[config.mk]
export PLATFORM = sky130hd
export DESIGN_NAME = alien_bomb_controller
export DESIGN_NICKNAME = d
export VERILOG_FILES = /design/src/rtl/aliens_pkg.sv /design/src/rtl/lfsr8.sv /design/src/rtl/alien_bomb_controller.sv
export SDC_FILE = /design/constraint.sdc
export NUM_CORES = 1
export LEC_CHECK = 0
export CORE_MARGIN = 10
export CORE_UTILIZATION = 57
export CTS_BUF_LIST = sky130_fd_sc_hd__clkbuf_4 sky130_fd_sc_hd__clkbuf_8
export CTS_CLUSTER_SIZE = 30
export DETAILED_ROUTE_END_ITERATION = 10
export PLACE_DENSITY = 0.83
export SETUP_SLACK_MARGIN = 0.2
export SLEW_MARGIN = 25
export SYNTH_ARGS = -nofsm -noshare
export SYNTH_HDL_FRONTEND = slang
export SYNTH_SLANG_ARGS = --single-unit
[constraint.sdc]
create_clock -name clk -period 5 [get_ports clk]
set_input_delay 0.5 -clock clk [delete_from_list [all_inputs] [get_ports clk]]
set_output_delay 0.5 -clock clk [all_outputs]
set_load 0.02 [all_outputs]
[src/rtl/aliens_pkg.sv]
// rtl/aliens_pkg.sv - shared FSM encoding and constants for the alien bomb logic
package aliens_pkg;

  typedef enum logic [1:0] {
    Sidle,
    Scooldown,
    Sselect,
    Sfalling
  } state_t;

  localparam int FIXED_POINT_MULTIPLIER = 64;
  localparam int NUM_COLUMNS            = 8;

endpackage

[src/rtl/lfsr8.sv]
// rtl/lfsr8.sv - free-running 8-bit Fibonacci LFSR, x^8+x^6+x^5+x^4+1, seed 8'hA5
module lfsr8 (
  input  logic       clk,
  input  logic       resetN,
  output logic [7:0] value
);

  localparam logic [7:0] SEED = 8'hA5;

  always_ff @(posedge clk) begin
    if (!resetN) begin
      value <= SEED;
    end else begin
      value <= {value[6:0], value[7] ^ value[5] ^ value[4] ^ value[3]};
    end
  end

endmodule

[src/rtl/alien_bomb_controller.sv]
// rtl/alien_bomb_controller.sv - picks a living formation column, drops one bomb, cools down
module alien_bomb_controller
  import aliens_pkg::*;
#(
  parameter int COOLDOWN_FRAMES  = 45,
  parameter int BOMB_SPEED       = 128,
  parameter int COLUMN_PITCH     = 56,
  parameter int BOMB_X_OFFSET    = 24,
  parameter int FORMATION_HEIGHT = 160,
  parameter int BOTTOM_BOUNDARY  = 479
) (
  input  logic               clk,
  input  logic               resetN,
  input  logic               startOfFrame,
  input  logic               enable,
  input  logic signed [10:0] aliensTopLeftX,
  input  logic signed [10:0] aliensTopLeftY,
  input  logic        [7:0]  aliveColumns,
  input  logic               bombHit,
  output logic signed [10:0] bombTopLeftX,
  output logic signed [10:0] bombTopLeftY,
  output logic               bombActive
);

  state_t             state;
  state_t             state_next;
  logic        [15:0] cooldown;
  logic        [2:0]  probe_col;
  logic        [2:0]  probe_count;
  logic signed [31:0] x_fixed;
  logic signed [31:0] y_fixed;
  logic signed [31:0] y_px;
  logic signed [31:0] spawn_x;
  logic signed [31:0] spawn_y;
  logic        [7:0]  lfsr_value;

  logic load_cooldown;
  logic tick_cooldown;
  logic enter_select;
  logic probe_fail;
  logic spawn;
  logic advance;

  lfsr8 u_lfsr (
    .clk    (clk),
    .resetN (resetN),
    .value  (lfsr_value)
  );

  assign y_px    = y_fixed / FIXED_POINT_MULTIPLIER;
  assign spawn_x = {{21{aliensTopLeftX[10]}}, aliensTopLeftX}
                 + 32'(probe_col) * COLUMN_PITCH + BOMB_X_OFFSET;
  assign spawn_y = {{21{aliensTopLeftY[10]}}, aliensTopLeftY} + FORMATION_HEIGHT;

  always_ff @(posedge clk) begin
    if (!resetN) begin
      state <= Sidle;
    end else begin
      state <= state_next;
    end
  end

  always_comb begin
    state_next    = state;
    load_cooldown = 1'b0;
    tick_cooldown = 1'b0;
    enter_select  = 1'b0;
    probe_fail    = 1'b0;
    spawn         = 1'b0;
    advance       = 1'b0;
    case (state)
      Sidle: begin
        if (enable) begin
          state_next    = Scooldown;
          load_cooldown = 1'b1;
        end
      end
      Scooldown: begin
        if (!enable) begin
          state_next = Sidle;
        end else if (cooldown == 16'd0) begin
          state_next   = Sselect;
          enter_select = 1'b1;
        end else if (startOfFrame) begin
          tick_cooldown = 1'b1;
        end
      end
      Sselect: begin
        if (!enable) begin
          state_next = Sidle;
        end else if (aliveColumns[probe_col]) begin
          state_next = Sfalling;
          spawn      = 1'b1;
        end else if (probe_count == 3'(NUM_COLUMNS - 1)) begin
          state_next    = Scooldown;
          load_cooldown = 1'b1;
        end else begin
          probe_fail = 1'b1;
        end
      end
      Sfalling: begin
        // A hit takes priority over a same-cycle frame tick, so Y is frozen at impact.
        if (bombHit || (y_px > BOTTOM_BOUNDARY)) begin
          if (enable) begin
            state_next    = Scooldown;
            load_cooldown = 1'b1;
          end else begin
            state_next = Sidle;
          end
        end else if (startOfFrame) begin
          advance = 1'b1;
        end
      end
      default: state_next = Sidle;
    endcase
  end

  always_ff @(posedge clk) begin
    if (!resetN) begin
      cooldown    <= '0;
      probe_col   <= '0;
      probe_count <= '0;
      x_fixed     <= '0;
      y_fixed     <= '0;
    end else begin
      if (load_cooldown) begin
        cooldown <= 16'(COOLDOWN_FRAMES);
      end else if (tick_cooldown) begin
        cooldown <= cooldown - 16'd1;
      end
      if (enter_select) begin
        probe_col   <= 3'(lfsr_value % 8'(NUM_COLUMNS));
        probe_count <= '0;
      end else if (probe_fail) begin
        probe_col   <= probe_col + 3'd1;
        probe_count <= probe_count + 3'd1;
      end
      if (spawn) begin
        x_fixed <= spawn_x * FIXED_POINT_MULTIPLIER;
        y_fixed <= spawn_y * FIXED_POINT_MULTIPLIER;
      end else if (advance) begin
        y_fixed <= y_fixed + BOMB_SPEED;
      end
    end
  end

  assign bombActive   = (state == Sfalling);
  assign bombTopLeftX = 11'(x_fixed / FIXED_POINT_MULTIPLIER);
  assign bombTopLeftY = 11'(y_fixed / FIXED_POINT_MULTIPLIER);

endmodule

### Word level (Yosys, flattened, before mapping)

Index checks and enable logic that the tools add are counted.

* input port bits: 35
* bits in registers: 75
* output and inout bits: 23

* reduce and logical (&&, ||, !) cells: 11
* add/subtract/negate cells: 8
* mux-type cells: 39
* order comparisons: 2
* multiply operators: 1
* eq/ne operators: 8
* bitwise gates (word level): 5

Operators with widths (count)
* $mux 32: 2
* $add 32x1->32: 1
* $add 32x9->32 const B: 1
* $gt 32x10->1 const B: 1
* $mux 1: 23
* $logic_not 16->1: 1
* $sub 16x1->16 const B: 1
* $mux 2: 7
* $add 11x9->12 const B: 1
* $mux 6: 2
* $add 11x10->11: 1
* $add 11x6->11 const B: 1
* $pmux 2 s4: 1
* $add 3x1->3 const B: 2
* $mul 3x3->6 const B: 1
* $mux 3: 2
* $reduce_bool 2->1: 3
* $reduce_or 2->1: 3
* $reduce_or 6->1: 1
* $eq 2x2->1 const B: 2
* $lt 3x4->1 const B: 1
* $ne 4x4->1 const B: 1
* $reduce_and 4->1: 1
* $bmux 1 s3: 1
* other kinds (11): 13

### Longest topological paths before layout

Gate-level depths: netlist (run 1).

* depth in word-level cells: 9
* gate-level depth with buffers: 13
* mapped depth without buffers: 13

### Cells and area by module

Synthesis (run 1) repeated with hierarchy kept, for this count alone.

* cells, all modules: 476
* area total of the unflattened synthesis: 4078.9 um2

Modules (own cells, without submodules)
* alien_bomb_controller: sequential area each 1221.2 um2, area each 3843.7 um2, times used 1, cells each 457
* lfsr8: sequential area each 160.2 um2, area each 235.2 um2, times used 1, cells each 19

### Least setup slack after synthesis (run 1)

No wires, ideal clock.

* path kind: flip-flop to flip-flop
* start: register probe_col[0]
* end: register x_fixed[16]
* path buffers: 0
* arrival: 3.353 ns
* stages on the path, launching flop included: 13
* period minus slack after synthesis: 3.423 ns
* required time: 4.930 ns
* library setup time: 0.070 ns
* slack: 1.577 ns
* cells stage by stage: dfxtp_1 fa_1 ha_1 inv_1 fa_1 xnor2_1 ha_1 ha_1 o21ai_0 a21oi_1 or4b_2 a31o_2 a21oi_1

* longest elaborated chain between the ends: 5

Ends and longest elaborated chain
* start: declaration: RTL line alien_bomb_controller.sv:28 `logic [2:0] probe_col;`
* start signal: assignment: RTL line alien_bomb_controller.sv:132 `probe_col <= 3'(lfsr_value % 8'(NUM_COLUMNS));`
* start signal: assignment: RTL line alien_bomb_controller.sv:135 `probe_col <= probe_col + 3'd1;`
* parallel branches: the longest is 5 deep, another holds $add 11x10->11
* end signal: assignment: RTL line alien_bomb_controller.sv:139 `x_fixed <= spawn_x * FIXED_POINT_MULTIPLIER;`
* end: declaration: RTL line alien_bomb_controller.sv:30 `logic signed [31:0] x_fixed;`

Several ways; the timed one is not identified. The select of a mux whose other input is x is not followed.
A chain may end at the register's enable or synchronous reset.

### Final worst setup path (run 1)

Same ends and word-level chain as after synthesis.

==> Flow_metrics.wiki, run 1 <==
{| class="wikitable"
! Metric !! Value
|-
| Synthesis warning total || 0
|-
| Leading cell type in the layout, fill and taps excluded || sky130_fd_sc_hd__dfxtp_1
|-
| Area of the placeable core || 0.006907 sq mm
|-
| Worst min-delay path category || reg2reg
|-
| # DRC || 0
|-
| Category of the worst setup path capture point || flip-flop
|-
| Width of the die || roughly 110 um
|-
| Total vias in the final route || around 3800
|-
| Worst hold slack after final layout || 0.4185 ns
|-
| Clock Tree Root || sky130_fd_sc_hd__clkbuf_8
|-
| Detailed Route WL || 10.40 mm
|-
| Global-route wire length before repair || 17.27 mm
|-
| # nets final || 587
|-
| Synthesized instance count || 485
|-
| Hpwl dp || 7.352 mm
|-
| Setup TNS Final || 0 ns
|-
| Deepest level of the CTS H-tree || 3
|-
| Clock transition at the registers of the reported paths || 0.07 ns
|-
| Post-CTS resize count || 0
|-
| Total power divided by cell area || 251.9 mW/mm^2
|-
| Run status || completed
|-
| Number of distinct library cell variants in the gate-level netlist after synthesis || 57
|-
| Standard-cell rows || 30
|-
| Starting density of the core || 59.64%
|-
| Slew at the pin with the worst max-slew slack || 0.7563 ns
|-
| Logic gate share of total power || between 10% and 20%
|-
| Net switching share of the total power || 24.79%
|-
| Portion of the clock cycle consumed by the worst path in the final layout || 73.72%
|-
| Maximum number of pins on one net before global-route repair || 35
|-
| Maximum vdd drop || 0.0001954 V
|-
| Mapped Nets || ~550
|-
| Ys flop type || sky130_fd_sc_hd__dfxtp_1
|-
| Layout Skew || 0.01101 ns
|-
| Initial antenna violation count || 0
|-
| Library cell appearing most often on the critical path || sky130_fd_sc_hd__ha_1
|-
| Post-synthesis instance area || 0.004119 sq mm
|-
| Area of the die || about 0.011 sq mm
|-
| Post-CTS setup repair buffer count || 0
|-
| Crit path arrival time || ~4.0 ns
|-
| Relative slew slack || 49.44%
|-
| Grt total ovfl || 0
|-
| Final estimated routing congestion in global placement || around 0.9
|-
| Max-cap violations || 0
|-
| Post-Synthesis Mean Instance Area || 8.493 sq um
|-
| Pre-antenna DRT Iters || 6
|-
| Static leakage power || 1.874 nW
|-
| Register share of total power || 46.5%
|-
| Fraction of final layout cells sized beyond drive strength 1 || 8.302%
|-
| Height of the die || ~110 um
|-
| Number of enable-type register cells in the synthesized netlist || 0
|-
| Final routed wire length divided by cell count || 16.62 um
|-
| Clock network fraction of total power || 40.3%
|-
| Category of the worst setup path launch point || flip-flop
|-
| Avg Vias per Cell || 6.073
|-
| Final-report max-slew violation count || 0
|-
| Clock Sinks || 69
|-
| Number of buffers created by CTS || 9
|-
| Iteration-0 DRC Markers || roughly 210
|-
| Antenna Diode Count || 0
|-
| Asr flop ratio synth || 0%
|-
| Kind of critical path || reg2reg
|-
| FF+latch count, synth || 69
|-
| Total GRT Usage || 18.37%
|-
| Cell with the largest stage delay on the worst path || sky130_fd_sc_hd__or4b_2
|-
| Ports || 58
|-
| Highest clock rate || 271.3 MHz
|-
| Cells along the critical path || fa_1 > ha_1 > inv_1 > fa_1 > xnor2_1 > ha_1 > ha_1 > o21ai_0 > a21oi_1 > or4b_2 > a31o_2 > a21oi_1
|-
| Hold-fix buffers, CTS || 0
|-
| Clock tree from TritonCTS || yes
|-
| Top library cells by usage in the layout, fill and taps aside || sky130_fd_sc_hd__dfxtp_1, sky130_fd_sc_hd__clkdlybuf4s50_1, sky130_fd_sc_hd__nand2_1
|-
| Max clock buf depth || 2
|-
| Critical Path Fanout Max || 5
|-
| Switching power summed over all nets || ~0.31 mW
|-
| Buffers added on ports || 57
|-
| PnR worst setup slack || about 1.3 ns
|-
| Number of hold violations in the final report || 0
|-
| Internal Power || 0.9304 mW
|-
| Antenna-violating nets left || 0
|-
| Overall power || 1.237 mW
|-
| Synth-to-layout area growth || 19.23%
|-
| Required time of the critical path || 5.28 ns
|-
| Part of the Yosys area used for sequential elements || roughly a third
|-
| Longest individual stage delay on the worst path || 0.61 ns
|-
| Unrepaired setup endpoints after global routing || no
|-
| Min Clock Period, post-route || about 3.7 ns
|-
| Worst slack, placed || 1.330 ns
|-
| Via count of the first global-routing pass || 3594
|-
| Count of final setup violators || 0
|-
| Clock latency on the worst-skew pair || approximately 0.36 ns
|}
==> flip-flops by register name, indices dropped and copies added, names as in the netlist <==
register      flops
y_fixed          26
u_lfsr.value      8
probe_count       3
state             2
probe_col         3
cooldown         16
x_fixed          11
==> routing by layer <==
layer,vias to the layer above,wire [um],GRT usage (%)
met3,17,866,4.668
met1,1776,4230,21.28
met5,-,0,0
li1,1861,-,-
met2,148,5097,31.18
met4,0,209,8.137
==> synthesized netlist by cell type (all sizes together) (6+ instances only) <==
master  number  area (sq um)
o211ai       8         60.06
or4          8         67.56
nand2       41         153.9
xor2        17         148.9
ha          22         275.3
clkbuf      20         75.07
inv         26         97.59
nor2        34         127.6
and2         7         43.79
nand4        9         56.30
a22oi        9         67.56
a31oi       14         87.58
o21ai       25         125.1
a211oi       8         60.06
dfxtp       69          1381
or3          6         37.54
nand3       11         55.05
a21oi       27         135.1
o221a       11         123.9
buf         14         97.59
mux2i        6         60.06
nor3        13         65.06
xnor2        9         78.83
==> cells by family (layout without fill, tap and decap cells) <==
| kind of cell | count (synthesis) | after routing | synth area share (%) |
|---|---|---|---|
| and+or+nand+nor | 164 | 164 | 21.05 |
| xor gates and xnor gates | 26 | 26 | 5.529 |
| DFF | 69 | 69 | 33.54 |
| buffers and inverters | 60 | 105 | 6.561 |
| muxes | 9 | 9 | 2.825 |
| adders and majority gates | 26 | 26 | 8.627 |
| AOI/OAI and AO/OA | 131 | 131 | 21.87 |
==> layout make-up <==
class | instances | area, sq um
sequential | 69 | 1381
inverter | 26 | 97.59
clock inverter | 5 | 75.07
tap | 96 | 120.1
fill | 546 | 1996
clock buffer | 10 | 137.6
multi-input combinational | 356 | 2476
timing repair buffer | 64 | 623.1
==> through the flow <==
stage	cells	util, %	cell area, sq um
2_1_floorplan	485	-	4119
3_3_place_gp	611	68.03	4698
3_5_place_dp	611	68.03	4698
4_1_cts	626	71.11	4911
5_1_grt	626	71.11	4911
6_report	626	71.11	4911
==> worst max-delay path, delay by kind of cell (launching register included) <==
kind                     cells  cell delay [ns]
adder cells (fa/ha/maj)      5             1.74
AO/OA/AOI/OAI                4             0.63
AND/OR/NAND/NOR              1             0.61
flip-flops                   1             0.39
XOR/XNOR                     1             0.19
buffers and inverters        1             0.06
==> final timing paths <==
path | from | to | slack (ns) | depth (start not counted)
max | probe_col[0]$_SDFFE_PN0P_ | x_fixed[16]$_SDFFE_PN0P_ | 1.31 | 12
min reg2reg | u_lfsr.value[6]$_SDFF_PN0_ | u_lfsr.value[7]$_SDFF_PN1_ | 0.42 | 1
max reg2reg | probe_col[0]$_SDFFE_PN0P_ | x_fixed[16]$_SDFFE_PN0P_ | 1.31 | 12
min | u_lfsr.value[6]$_SDFF_PN0_ | u_lfsr.value[7]$_SDFF_PN1_ | 0.42 | 1
==> power by group through the flow <==
stage                     Clock, mW  Combinational, mW  Sequential (mW)
after detailed placement          0              0.161            0.588
after global routing          0.525              0.181            0.577
final                         0.499              0.162            0.576
after global placement            0              0.155            0.588
after CTS                     0.506              0.163            0.576
after floorplan                   0              0.104            0.586
(Power assumes the default switching activity.)
==> run 2, diff against run 1 <==
==> constraint.sdc (replaced) <==
create_clock -name clk -period 3.8 [get_ports clk]
set_input_delay 0.38 -clock clk [delete_from_list [all_inputs] [get_ports clk]]
set_output_delay 0.38 -clock clk [all_outputs]
set_load 0.02 [all_outputs]
==> Flow_metrics.wiki, run 2 (synthesized netlist as in run 1, its figures left out) <==
{| class="wikitable"
! Metric !! Value
|-
| Setup TNS Final || 0 ns
|-
| Largest registers || y_fixed: 26 flops, cooldown: 16 flops, x_fixed: 11 flops
|-
| Run status || completed
|-
| Clock Sinks || slightly below 70
|-
| Capture point of the critical path || x_fixed[16]$_SDFFE_PN0P_
|-
| Relative slew slack || between 40% and 50%
|-
| Total vias in the final route || slightly below 4000
|-
| Min Clock Period, post-route || 3.514 ns
|-
| Start point of the critical path || probe_col[1]$_SDFFE_PN0P_
|-
| Pre-antenna DRT Iters || 5
|-
| Deepest level of the CTS H-tree || 3
|-
| Unrepaired setup endpoints after global routing || no
|-
| Hold-fix buffers, CTS || 0
|-
| Max clock buf depth || 2
|-
| Synth-to-layout area growth || 21.23%
|-
| Crit path arrival time || ~3.8 ns
|-
| Top library cells by usage in the layout, fill and taps aside || sky130_fd_sc_hd__dfxtp_1, sky130_fd_sc_hd__clkdlybuf4s50_1, sky130_fd_sc_hd__nand2_1
|-
| Standard-cell rows || 30
|-
| Clock tree from TritonCTS || yes
|-
| # DRC || 0
|-
| Cells along the critical path || fa_1 > ha_2 > inv_1 > fa_2 > inv_1 > ha_4 > ha_4 > nand2b_1 > a21oi_1 > or4b_2 > a31o_2 > a21oi_1
|-
| Overall power || 1.641 mW
|-
| Maximum vdd drop || around 0.00021 V
|-
| Max-cap violations || 0
|-
| Antenna Diode Count || 0
|-
| Area of the die || 0.01103 sq mm
|-
| Final-report max-slew violation count || 0
|-
| Layout Skew || 0.01204 ns
|-
| Global-route wire length before repair || 17.80 mm
|-
| Buffers added on ports || 57
|-
| Width of the die || ~110 um
|-
| Largest register by flop count || y_fixed
|-
| Levels on crit path || 12
|-
| PnR worst setup slack || 0.2860 ns
|-
| Worst min-delay path category || reg2reg
|-
| Hpwl dp || 7.525 mm
|-
| Clock Tree Root || sky130_fd_sc_hd__clkbuf_8
|-
| Reg2Reg Capture Point || x_fixed[16]$_SDFFE_PN0P_
|-
| Static leakage power || 1.886 nW
|-
| Starting density of the core || 59.64%
|-
| Avg Vias per Cell || 6.149
|-
| Leading cell type in the layout, fill and taps excluded || sky130_fd_sc_hd__dfxtp_1
|-
| Clock latency on the worst-skew pair || about 0.36 ns
|-
| Antenna-violating nets left || 0
|-
| Post-layout util || between 70 and 80%
|-
| Cell with the largest stage delay on the worst path || sky130_fd_sc_hd__or4b_2
|-
| Clock transition at the registers of the reported paths || roughly 0.080 ns
|-
| Slew at the pin with the worst max-slew slack || 0.8827 ns
|-
| Ports || just under 60
|-
| Total GRT Usage || 19.05%
|-
| Worst slack, placed || 0.1848 ns
|-
| Detailed Route WL || 10.82 mm
|-
| Category of the worst setup path capture point || flip-flop
|-
| Initial antenna violation count || 0
|-
| Logic gate share of total power || approximately 14%
|-
| Count of final setup violators || 0
|-
| Clock network fraction of total power || 40.0%
|-
| Start of the worst register-to-register path || probe_col[1]$_SDFFE_PN0P_
|-
| Category of the worst setup path launch point || flip-flop
|-
| Final routed wire length divided by cell count || 17.14 um
|-
| Critical Path Fanout Max || 5
|-
| Iteration-0 DRC Markers || 241
|-
| Number of hold violations in the final report || 0
|-
| # nets final || 591
|-
| Fraction of final layout cells sized beyond drive strength 1 || roughly a tenth
|-
| Kind of critical path || reg2reg
|-
| Longest individual stage delay on the worst path || 0.62 ns
|-
| Grt total ovfl || 0
|-
| Cell family with most CP delay || adder cells
|-
| Maximum number of pins on one net before global-route repair || 35
|-
| WHS Path Cells || 1
|-
| Max FFs per register || 26
|-
| Minimum setup slack among reg-to-reg paths || 0.29 ns
|-
| Height of the die || 105.0 um
|-
| Required time of the critical path || 4.08 ns
|-
| Worst R2R Path Depth || 12
|-
| Final estimated routing congestion in global placement || 0.8876
|-
| Number of buffers created by CTS || 9
|-
| Portion of the clock cycle consumed by the worst path in the final layout || between 90 and 100%
|-
| Highest clock rate || 284.6 MHz
|-
| Total power divided by cell area || about 330 mW/mm^2
|-
| Via count of the first global-routing pass || roughly 3700
|-
| Area of the placeable core || 0.006907 sq mm
|-
| Worst path buffer plus inverter count || 2
|-
| Worst hold slack after final layout || 0.4074 ns
|-
| Register share of total power || 46.1%
|-
| Switching power summed over all nets || approximately 0.42 mW
|-
| Internal Power || 1.216 mW
|-
| Number of filler instances in the final layout || 548
|-
| Net switching share of the total power || about a quarter
|}
## run 2: changes by cell type in the layout (fill, tap and decap cells not counted)
cell | before | now
sky130_fd_sc_hd__o21ai_0 | 25 | 24
sky130_fd_sc_hd__clkinvlp_4 | 0 | 2
sky130_fd_sc_hd__fa_2 | 0 | 1
sky130_fd_sc_hd__ha_2 | 0 | 1
sky130_fd_sc_hd__fa_1 | 4 | 3
sky130_fd_sc_hd__ha_1 | 22 | 18
sky130_fd_sc_hd__ha_4 | 0 | 3
sky130_fd_sc_hd__dfxtp_4 | 0 | 2
sky130_fd_sc_hd__dfxtp_2 | 0 | 1
sky130_fd_sc_hd__clkbuf_8 | 10 | 9
sky130_fd_sc_hd__buf_4 | 7 | 11
sky130_fd_sc_hd__dfxtp_1 | 69 | 66
sky130_fd_sc_hd__o21ai_1 | 0 | 1
## run 2: worst min-delay path by stage
stage	slack, ns	from	endpoint
after floorplan	0.39	u_lfsr.value[6]$_SDFF_PN0_	u_lfsr.value[7]$_SDFF_PN1_
after global placement	0.39	u_lfsr.value[6]$_SDFF_PN0_	u_lfsr.value[7]$_SDFF_PN1_
after detailed placement	0.40	u_lfsr.value[6]$_SDFF_PN0_	u_lfsr.value[7]$_SDFF_PN1_
after CTS	0.41	u_lfsr.value[6]$_SDFF_PN0_	u_lfsr.value[7]$_SDFF_PN1_
after global routing	0.42	u_lfsr.value[6]$_SDFF_PN0_	u_lfsr.value[7]$_SDFF_PN1_
final	0.41	u_lfsr.value[6]$_SDFF_PN0_	u_lfsr.value[7]$_SDFF_PN1_
## run 2: power groups by stage
stage | Sequential (mW) | Clock [mW] | Combinational (mW)
after floorplan | 0.771 | 0 | 0.137
after global placement | 0.773 | 0 | 0.203
after detailed placement | 0.774 | 0 | 0.211
after CTS | 0.757 | 0.667 | 0.221
after global routing | 0.759 | 0.702 | 0.251
final | 0.756 | 0.657 | 0.228
## run 2: per-stage QoR
stage | instance area (sq um) | instances
after floorplan | 4119 | 485
after global placement | 4698 | 611
after detailed placement | 4698 | 611
after CTS | 4956 | 628
after global routing | 4994 | 631
final | 4994 | 631
## run 2: worst register-to-register path, delay by kind of cell, from the launching register on
family / cells / cell delay (ns)
AO/OA/AOI/OAI: 3 / 0.47
adder cells (fa/ha/maj): 5 / 1.77
buffers and inverters: 2 / 0.13
flip-flops: 1 / 0.36
AND/OR/NAND/NOR: 2 / 0.72
## run 2: area by class of cell
type                       count  area [sq um]  share of cell area (%)
multi-input combinational    356          2519                   50.44
sequential                    69          1390                   27.84
timing repair buffer          68         653.1                   13.08
clock buffer                   9         123.9                   2.481
tap                           96         120.1                   2.405
inverter                      26         97.59                   1.954
clock inverter                 7         90.09                   1.804
## run 2: metal layers
metal  track usage, %  vias to the layer above  routed length, um
li1                 -                     1861                  -
met1            21.70                     1842               4286
met2            33.05                      156               5553
met3            6.081                       21                773
met4            5.882                        0                204
met5                0                        -                  0
## run 2: timing repair
item	CTS	global route
pin swaps	3	3
gates cloned	0	0
resized for setup	8	3
buffers inserted	1	3
endpoints found under the setup margin	1	1
==> run 3, diff against run 2 <==
--- a/config.mk
+++ b/config.mk
@@ -5,12 +5,13 @@
 export SDC_FILE = /design/constraint.sdc
 export NUM_CORES = 1
 export LEC_CHECK = 0
+export CORE_ASPECT_RATIO = 0.6
 export CORE_MARGIN = 10
-export CORE_UTILIZATION = 57
+export CORE_UTILIZATION = 51
 export CTS_BUF_LIST = sky130_fd_sc_hd__clkbuf_4 sky130_fd_sc_hd__clkbuf_8
 export CTS_CLUSTER_SIZE = 30
 export DETAILED_ROUTE_END_ITERATION = 10
-export PLACE_DENSITY = 0.83
+export PLACE_DENSITY = 0.78
 export SETUP_SLACK_MARGIN = 0.2
 export SLEW_MARGIN = 25
 export SYNTH_ARGS = -nofsm -noshare
==> constraint.sdc (replaced) <==
create_clock -name clk -period 3.22 [get_ports clk]
set_input_delay 0.322 -clock clk [delete_from_list [all_inputs] [get_ports clk]]
set_output_delay 0.322 -clock clk [all_outputs]
set_load 0.02 [all_outputs]
==> Flow_metrics.wiki, run 3 (synthesized netlist as in run 1, its figures left out) <==
{| class="wikitable"
! Metric !! Value
|-
| Area of the placeable core || 0.007851 sq mm
|-
| Placed Cells || 631
|-
| Run status || finished with violations
|-
| Final-report max-slew violation count || 0
|-
| Worst Min Path Start || u_lfsr.value[6]$_SDFF_PN0_
|-
| Crit path arrival time || 3.53 ns
|-
| Ports || 58
|-
| Portion of the clock cycle consumed by the worst path in the final layout || 100.6%
|-
| Kind of critical path || reg2reg
|-
| Violated checks || negative setup slack
|-
| Grt total ovfl || 0
|-
| Final estimated routing congestion in global placement || 0.8512
|-
| Highest clock rate || approximately 300 MHz
|-
| Synth-to-layout area growth || 24.30%
|-
| Deepest level of the CTS H-tree || 3
|-
| Slew at the pin with the worst max-slew slack || 0.6719 ns
|-
| Iteration-0 DRC Markers || 349
|-
| Max-cap violations || 0
|-
| Category of the worst setup path capture point || flip-flop
|-
| Required time of the critical path || ~3.5 ns
|-
| Maximum vdd drop || 0.0002770 V
|-
| Final non-filler cell total || 649
|-
| Avg Vias per Cell || 5.923
|-
| # nets final || 597
|-
| Clock latency on the worst-skew pair || 0.35 ns
|-
| Final routed wire length divided by cell count || between 15 and 20 um
|-
| Count of final setup violators || 1
|-
| # DRC || 0
|-
| Starting density of the core || 52.46%
|-
| Fraction of final layout cells sized beyond drive strength 1 || 13.86%
|-
| Setup TNS Final || -0.01779 ns
|-
| Relative slew slack || between 50 and 60%
|-
| Number of buffers created by CTS || 9
|-
| Maximum number of pins on one net before global-route repair || 34
|-
| Static leakage power || ~1.9 nW
|-
| Pre-antenna DRT Iters || 5
|-
| Height of the die || 89.61 um
|-
| Critical Path Fanout Max || 3
|-
| Worst min-delay path category || reg2reg
|-
| Global-route wire length before repair || between 15 and 20 mm
|-
| Via count of the first global-routing pass || between 3000 and 4000
|-
| Largest register by flop count || y_fixed
|-
| Start point of the critical path || probe_col[0]$_SDFFE_PN0P_
|-
| Start of the worst register-to-register path || probe_col[0]$_SDFFE_PN0P_
|-
| PnR worst setup slack || -0.01779 ns
|-
| Standard-cell rows || 25
|-
| Largest registers || y_fixed: 26 flops, cooldown: 16 flops, x_fixed: 11 flops
|-
| Clock Sinks || 69
|-
| Total vias in the final route || 3844
|-
| Post-layout util || 65.21%
|-
| Max FFs per register || 26
|-
| Number of hold violations in the final report || 0
|-
| Antenna Diode Count || 0
|-
| Layout Skew || 0.01153 ns
|-
| Antenna-violating nets left || 0
|-
| Initial antenna violation count || 0
|-
| Unrepaired setup endpoints after global routing || yes
|-
| Total power divided by cell area || between 300 and 400 mW/mm^2
|-
| Detailed Route WL || 10.77 mm
|-
| Area of the die || 0.01219 sq mm
|-
| Clock transition at the registers of the reported paths || 0.08 ns
|-
| Total GRT Usage || 18.31%
|-
| Top library cells by usage in the layout, fill and taps aside || sky130_fd_sc_hd__dfxtp_1, sky130_fd_sc_hd__clkdlybuf4s50_1, sky130_fd_sc_hd__nand2_1
|-
| Width of the die || about 140 um
|-
| Hpwl dp || 7.867 mm
|-
| Min Clock Period, post-route || 3.238 ns
|-
| Category of the worst setup path launch point || flip-flop
|-
| Buffers added on ports || 57
|-
| Max clock buf depth || 2
|-
| Hold-fix buffers, CTS || 0
|-
| Leading cell type in the layout, fill and taps excluded || sky130_fd_sc_hd__dfxtp_1
|-
| Clock tree from TritonCTS || yes
|-
| Clock Tree Root || sky130_fd_sc_hd__clkbuf_8
|}
run 3: cell count changes in the layout (fill, tap and decap cells not counted), moves of 2 or more:
cell,before,now
sky130_fd_sc_hd__a21oi_1,27,24
sky130_fd_sc_hd__ha_4,3,5
sky130_fd_sc_hd__inv_1,26,24
sky130_fd_sc_hd__clkbuf_4,0,3
sky130_fd_sc_hd__ha_1,18,16
sky130_fd_sc_hd__clkinv_2,3,1
sky130_fd_sc_hd__a21oi_2,0,3
sky130_fd_sc_hd__inv_2,0,2
sky130_fd_sc_hd__buf_4,11,16
sky130_fd_sc_hd__o21ai_0,24,21
run 3: cell type report:
type	instances	area, sq um
clock buffer	12	146.4
clock inverter	4	48.80
fill	646	2731
inverter	26	97.59
multi-input combinational	356	2601
sequential	69	1389
tap	108	135.1
timing repair buffer	74	701.9
run 3: timing repair:
item | CTS | global route
setup endpoints to repair | 3 | 4
cloned | 0 | 0
pin swaps | 7 | 8
endpoints found under the hold margin | 0 | 0
gates resized for setup | 3 | 12
setup buffers | 1 | 1
run 3: where the power goes:
part / switching (mW) / total (mW) / internal (mW)
combinational: 0.152 / 0.301 / 0.149
sequential: 0.0178 / 0.891 / 0.873
clock: 0.330 / 0.713 / 0.383
total: 0.500 / 1.91 / 1.41
run 3: routing by layer:
metal,part of all wire [%],vias up,global-route usage [%]
li1,-,1881,-
met1,47,1800,24.43
met2,44,143,28.16
met3,7.5,20,4.722
met4,1.7,0,6.449
met5,0,-,0
run 3: critical path, cell delays in order (launching register included):
cell                      delay [ns]
sky130_fd_sc_hd__dfxtp_4        0.35
sky130_fd_sc_hd__fa_1           0.54
sky130_fd_sc_hd__ha_2           0.18
sky130_fd_sc_hd__inv_2          0.04
sky130_fd_sc_hd__fa_2           0.34
sky130_fd_sc_hd__xnor2_2        0.14
sky130_fd_sc_hd__ha_1           0.31
sky130_fd_sc_hd__ha_4           0.26
sky130_fd_sc_hd__o21ai_2        0.13
sky130_fd_sc_hd__a21oi_2        0.06
sky130_fd_sc_hd__or4b_4         0.49
sky130_fd_sc_hd__a31o_2         0.23
sky130_fd_sc_hd__a21oi_2        0.10
run 3: path summary, 6_finish.rpt:
path	to	slack, ns	cells after the start
worst max-delay path	x_fixed[16]$_SDFFE_PN0P_	-0.02	12
worst min-delay path	u_lfsr.value[7]$_SDFF_PN1_	0.41	1
worst max register to register	x_fixed[16]$_SDFFE_PN0P_	-0.02	12
worst min register to register	u_lfsr.value[7]$_SDFF_PN1_	0.41	1
run 3: per-stage QoR:
stage | instance area [sq um] | setup WS (ns) | power (mW) | hold WS, ns
final | 5120 | -0.01779 | 1.905 | 0.4068
after global placement | 4842 | 0.06834 | 1.180 | 0.3916
after floorplan | 4188 | 0.08479 | 1.087 | 0.3863
after global routing | 5120 | -0.1050 | 1.994 | 0.4460
after detailed placement | 4842 | 0.03082 | 1.190 | 0.3953
after CTS | 5052 | 0.04345 | 1.902 | 0.4176
